### src/rtl/pktbuf_sched.sv
// Packet-buffer sequencer: hands three buffers snooper -> CPU -> forwarder in order.
// Define PKTBUF_SCHED_STATS_EN to add the n_acc/n_rej/n_fwd statistics counters.
module pktbuf_sched #(
    parameter int unsigned NBUF      = 3,
    parameter int unsigned CNT_WIDTH = 32
) (
    input  logic                 clk,
    input  logic                 rst,
    input  logic                 sn_done,
    input  logic                 cpu_acc,
    input  logic                 cpu_rej,
    input  logic                 fwd_done,
    output logic [1:0]           sn_sel,
    output logic [1:0]           cpu_sel,
    output logic [1:0]           fwd_sel,
    output logic                 sn_rdy,
    output logic                 cpu_rdy,
    output logic                 fwd_rdy,
    output logic                 err
`ifdef PKTBUF_SCHED_STATS_EN
    ,
    output logic [CNT_WIDTH-1:0] n_acc,
    output logic [CNT_WIDTH-1:0] n_rej,
    output logic [CNT_WIDTH-1:0] n_fwd
`endif
);

    typedef enum logic [2:0] {FREE, SN, WAIT_CPU, CPU, WAIT_FWD, FWD} buf_state_t;

    buf_state_t st   [1:NBUF];
    buf_state_t st_n [1:NBUF];
    logic [1:0] cq   [NBUF];
    logic [1:0] cq_n [NBUF];
    logic [1:0] fq   [NBUF];
    logic [1:0] fq_n [NBUF];
    logic [1:0] cc, cc_n, fc, fc_n;
    logic [1:0] sn_sel_n, cpu_sel_n, fwd_sel_n;
    logic [1:0] free_idx;
    logic       free_found;
    logic       sn_rel, acc_v, rej_v, fwd_v, cpu_pop, fwd_pop, perr;

    assign sn_rdy  = (sn_sel != 2'd0);
    assign cpu_rdy = (cpu_sel != 2'd0);
    assign fwd_rdy = (fwd_sel != 2'd0);

    assign sn_rel  = sn_done && sn_rdy;
    assign rej_v   = cpu_rej && cpu_rdy;
    assign acc_v   = cpu_acc && !cpu_rej && cpu_rdy;
    assign fwd_v   = fwd_done && fwd_rdy;
    assign cpu_pop = !cpu_rdy && (cc != 2'd0);
    assign fwd_pop = !fwd_rdy && (fc != 2'd0);
    assign perr    = (sn_done && !sn_rdy) || ((cpu_acc || cpu_rej) && !cpu_rdy)
                   || (cpu_acc && cpu_rej) || (fwd_done && !fwd_rdy);

    always_comb begin
        free_idx   = 2'd0;
        free_found = 1'b0;
        for (int unsigned i = 1; i <= NBUF; i++) begin
            if (st[i] == FREE && !free_found) begin
                free_idx   = 2'(i);
                free_found = 1'b1;
            end
        end
    end

    // Pop shifts the queue first so a same-cycle push lands behind the survivors.
    always_comb begin
        st_n      = st;
        cq_n      = cq;
        cc_n      = cc;
        fq_n      = fq;
        fc_n      = fc;
        sn_sel_n  = sn_sel;
        cpu_sel_n = cpu_sel;
        fwd_sel_n = fwd_sel;

        if (cpu_pop) begin
            for (int unsigned i = 0; i < NBUF - 1; i++) cq_n[i] = cq[i+1];
            cq_n[NBUF-1] = '0;
            cc_n         = cc - 2'd1;
            cpu_sel_n    = cq[0];
            st_n[cq[0]]  = CPU;
        end
        if (fwd_pop) begin
            for (int unsigned i = 0; i < NBUF - 1; i++) fq_n[i] = fq[i+1];
            fq_n[NBUF-1] = '0;
            fc_n         = fc - 2'd1;
            fwd_sel_n    = fq[0];
            st_n[fq[0]]  = FWD;
        end

        if (sn_rel) begin
            if (cc_n < 2'(NBUF)) cq_n[cc_n] = sn_sel;
            cc_n         = cc_n + 2'd1;
            st_n[sn_sel] = WAIT_CPU;
            sn_sel_n     = '0;
        end
        if (acc_v) begin
            if (fc_n < 2'(NBUF)) fq_n[fc_n] = cpu_sel;
            fc_n          = fc_n + 2'd1;
            st_n[cpu_sel] = WAIT_FWD;
            cpu_sel_n     = '0;
        end
        if (rej_v) begin
            st_n[cpu_sel] = FREE;
            cpu_sel_n     = '0;
        end
        if (fwd_v) begin
            st_n[fwd_sel] = FREE;
            fwd_sel_n     = '0;
        end

        if (!sn_rdy && free_found) begin
            st_n[free_idx] = SN;
            sn_sel_n       = free_idx;
        end
    end

    always_ff @(posedge clk) begin
        if (rst) begin
            for (int unsigned i = 1; i <= NBUF; i++) st[i] <= FREE;
            for (int unsigned i = 0; i < NBUF; i++) begin
                cq[i] <= '0;
                fq[i] <= '0;
            end
            cc      <= '0;
            fc      <= '0;
            sn_sel  <= '0;
            cpu_sel <= '0;
            fwd_sel <= '0;
            err     <= 1'b0;
        end else begin
            st      <= st_n;
            cq      <= cq_n;
            fq      <= fq_n;
            cc      <= cc_n;
            fc      <= fc_n;
            sn_sel  <= sn_sel_n;
            cpu_sel <= cpu_sel_n;
            fwd_sel <= fwd_sel_n;
            err     <= err | perr;
        end
    end

`ifdef PKTBUF_SCHED_STATS_EN
    always_ff @(posedge clk) begin
        if (rst) begin
            n_acc <= '0;
            n_rej <= '0;
            n_fwd <= '0;
        end else begin
            if (acc_v) n_acc <= n_acc + 1'b1;
            if (rej_v) n_rej <= n_rej + 1'b1;
            if (fwd_v) n_fwd <= n_fwd + 1'b1;
        end
    end
`endif

endmodule
### config.mk
export PLATFORM = sky130hd
export DESIGN_NAME = pktbuf_sched
export DESIGN_NICKNAME = d
export VERILOG_FILES = /design/src/rtl/pktbuf_sched.sv
export SDC_FILE = /design/constraint.sdc
export NUM_CORES = 1
export LEC_CHECK = 0
export CAP_MARGIN = 20
export CORE_MARGIN = 4
export CORE_UTILIZATION = 45
export CTS_CLUSTER_SIZE = 28
export DETAILED_ROUTE_END_ITERATION = 10
export HOLD_SLACK_MARGIN = 0.08
export SLEW_MARGIN = 0
export SYNTH_ARGS = -nofsm -noshare
export SYNTH_HDL_FRONTEND = slang
export SYNTH_SLANG_ARGS = --single-unit
export TNS_END_PERCENT = 5
### constraint.sdc
create_clock -name clk -period 3.4 [get_ports clk]
set_input_delay 0.51 -clock clk [delete_from_list [all_inputs] [get_ports clk]]
set_output_delay 0.51 -clock clk [all_outputs]
set_load 0.05 [all_outputs]
==> out/qor.csv <==
metric,value,unit
outcome,completed,
min-delay-start,cq[0],
final_cell_mix,"dfxtp_1, nor2_1, clkdlybuf4s50_1",
cts_made_buffers,5,
r2r_start,fc[0],
syn_to_final_growth,14.4,%
num_rows,23,
num_vias,1579,
track_usage,17.5,%
start_kind,flip-flop,
ys_warn_count,0,
finClkSkew,0.00276,ns
syn-num-nets,233,
hold_viol_final,0,
yosysTopAreaCell,dfxtp_1,
avgRoutedWirePerCell,14.9,µm
power_switching,0.732,mW
intPower,0.942,mW
grt_pass1_vias,1557,
post_cts_buffers,0,
syn_avg_cell_area,8.56,µm²
syn_inst,217,
drive_above_1_share,9.05,%
rsz0062_at_grt,no,
gp_congestion,0.919,
power.share.sequential,30.9,%
drcViolationCount,0,
r2r-end,fq[1],
final_core_util,53.1,%
min_to,cq[0],
synth_top_cells_by_area,"dfxtp_1, ha_1, mux2i_1",
synth_mux_area_share,5.93,%
place_hpwl,3.18,mm
max_freq,400,MHz
core-area,0.00400,mm²
io_buffers,15,
whs,0.493,ns
synth-simple-area-share,28.8,%
final_common_cell,dfxtp_1,
die_w,72.2,µm
setup-violations-final,0,
clkTransAtPathRegs,0.07,ns
vdd_drop_max,0.000408,V
drv_slew,0,
crit_path_end_kind,output pin,
via_per_inst,5.60,
fin_crit,2.50,ns
synth_compound_area_share,16.8,%
tightest_slew,0.505,ns
ys_types,50,
crit_fanout,15,
initial_core_util,46.4,%
htreeDepth,2,
die-area,0.00522,mm²
synth-seq-cells,32,
die_h,72.2,µm
grt_max_degree,21,
crit_arrival,1.99,ns
nets,247,
whs_path_depth,2,
synth_adder_area_share,6.74,%
fin_tns_setup,0,ns
worst-setup-path-type,reg2out,
ioPinCount,16,
wl,4.21,mm
hp-class,reg2reg,
synthXorXnorAreaFrac,1.89,%
p_leak,0.849,nW
insertion_delay,0.28,ns
grt_first_pass_wirelength,7.21,mm
worst-r2r-cell-count,9,
diodes,0,
antenna_found_initial,0,
syn-cell-area,0.00186,mm²
power_density,788,mW/mm²
maxCapViolations,0,
p_sw_share,43.7,%
async_flop_share,0,%
cts.sinks,32,
clk_path_buf_depth,2,
overflow,0,
synth_flop_cell,dfxtp_1,
nFillCells,381,
r2r_setup_slack,0.93,ns
cp_data_required_time,2.89,ns
postCtsHoldBufs,0,
synth_top_family_by_area,simple AND/OR/NAND/NOR gates,
synth_edf_count,0,
clkPwrFrac,18.0,%
root_buffer,clkbuf_8,
cts_resized,0,
finalCritPeriodShare,73.5,%
firstDrtPassIters,5,
max_slew_margin,66.3,%
report.power.total,1.67,mW
synth_top_area_share,34.5,%
cts_tree,yes,
seq_area_frac_synth,34.5,%
ant_nets,0,
power_frac_comb,51.1,%
drtIter0Drc,87,
[synth_stat cells, drive strengths merged (2+ instances only)]
cell and n:
dfxtp 32, nor2 31, inv 15, nand2 15, mux2i 11, ha 10, nor2b 10, nand3 8
a211oi 6, a21oi 6, nand2b 6, nor3 6, a221oi 5, clkbuf 5, a31oi 4, buf 4
o22a 4, and3 3, and3b 3, o21ai 3, xnor2 3, a22oi 2, a311oi 2, nand3b 2
nand4b 2, nor4b 2, o221ai 2, o32ai 2, or3 2
[critical path, cell delays in order (launching register included)]
cell,delay (ns)
dfxtp_1,0.63
nor2_2,0.17
inv_2,0.11
clkdlybuf4s50_1,0.80
[sequential cells by signal, summed over array words and instances, names as in the netlist]
| name | count |
|---|---|
| sn_sel | 2 |
| err | 1 |
| fwd_sel | 2 |
| cq | 6 |
| fq | 6 |
| cc | 2 |
| fc | 2 |
| st | 9 |
| cpu_sel | 2 |
[stage by stage]
stage | worst slack [ns] | cells | area [µm²]
2_1_floorplan | 1.03 | 217 | 1860
3_3_place_gp | 1.07 | 274 | 2030
3_5_place_dp | 0.949 | 274 | 2030
4_1_cts | 0.877 | 282 | 2120
5_1_grt | 0.746 | 282 | 2120
6_report | 0.902 | 282 | 2120
[power groups by stage]
stage	Combinational, mW	Clock (mW)	Sequential [mW]
2_1_floorplan	0.645	0	0.547
3_3_place_gp	0.833	0	0.524
3_5_place_dp	0.858	0	0.525
4_1_cts	0.862	0.305	0.517
5_1_grt	0.959	0.327	0.530
6_report	0.855	0.302	0.518
[final cells by class]
class	count	area, µm²	area share (%)
clock buffer	8	90.1	4.24
inverter	15	56.3	2.65
multi-input combinational	161	1120	52.6
sequential	32	641	30.2
tap	50	62.6	2.95
timing repair buffer	16	158	7.42
[worst max-delay path by stage]
stage | start | to | slack [ns] | cells after the start
final | cpu_sel[1] | cpu_rdy | 0.90 | 3
after global routing | cpu_sel[1] | cpu_rdy | 0.75 | 3
after CTS | cpu_sel[1] | cpu_rdy | 0.88 | 3
after detailed placement | fc[0] | fq[1] | 0.95 | 9
after global placement | fc[0] | fq[1] | 1.07 | 9
after floorplan | fwd_sel[1] | fq[0] | 1.03 | 8
[per-layer routing]
layer | track usage [%] | vias to the layer above | wire length (µm)
li1 | - | 807 | -
met1 | 23.3 | 739 | 2050
met2 | 27.9 | 24 | 1980
met3 | 3.60 | 9 | 114
met4 | 6.26 | 0 | 68
met5 | 0 | - | 0
[logic make-up (layout without fill, tap and decap cells)]
group,after synthesis,count (layout)
adder cells (fa/ha/maj),10,10
XOR/XNOR,4,4
AND/OR/NAND/NOR,94,94
flip-flops,32,32
AO/OA/AOI/OAI,42,42
multiplexers,11,11
buffers and inverters,24,39
Power figures use the tool's default switching activity.
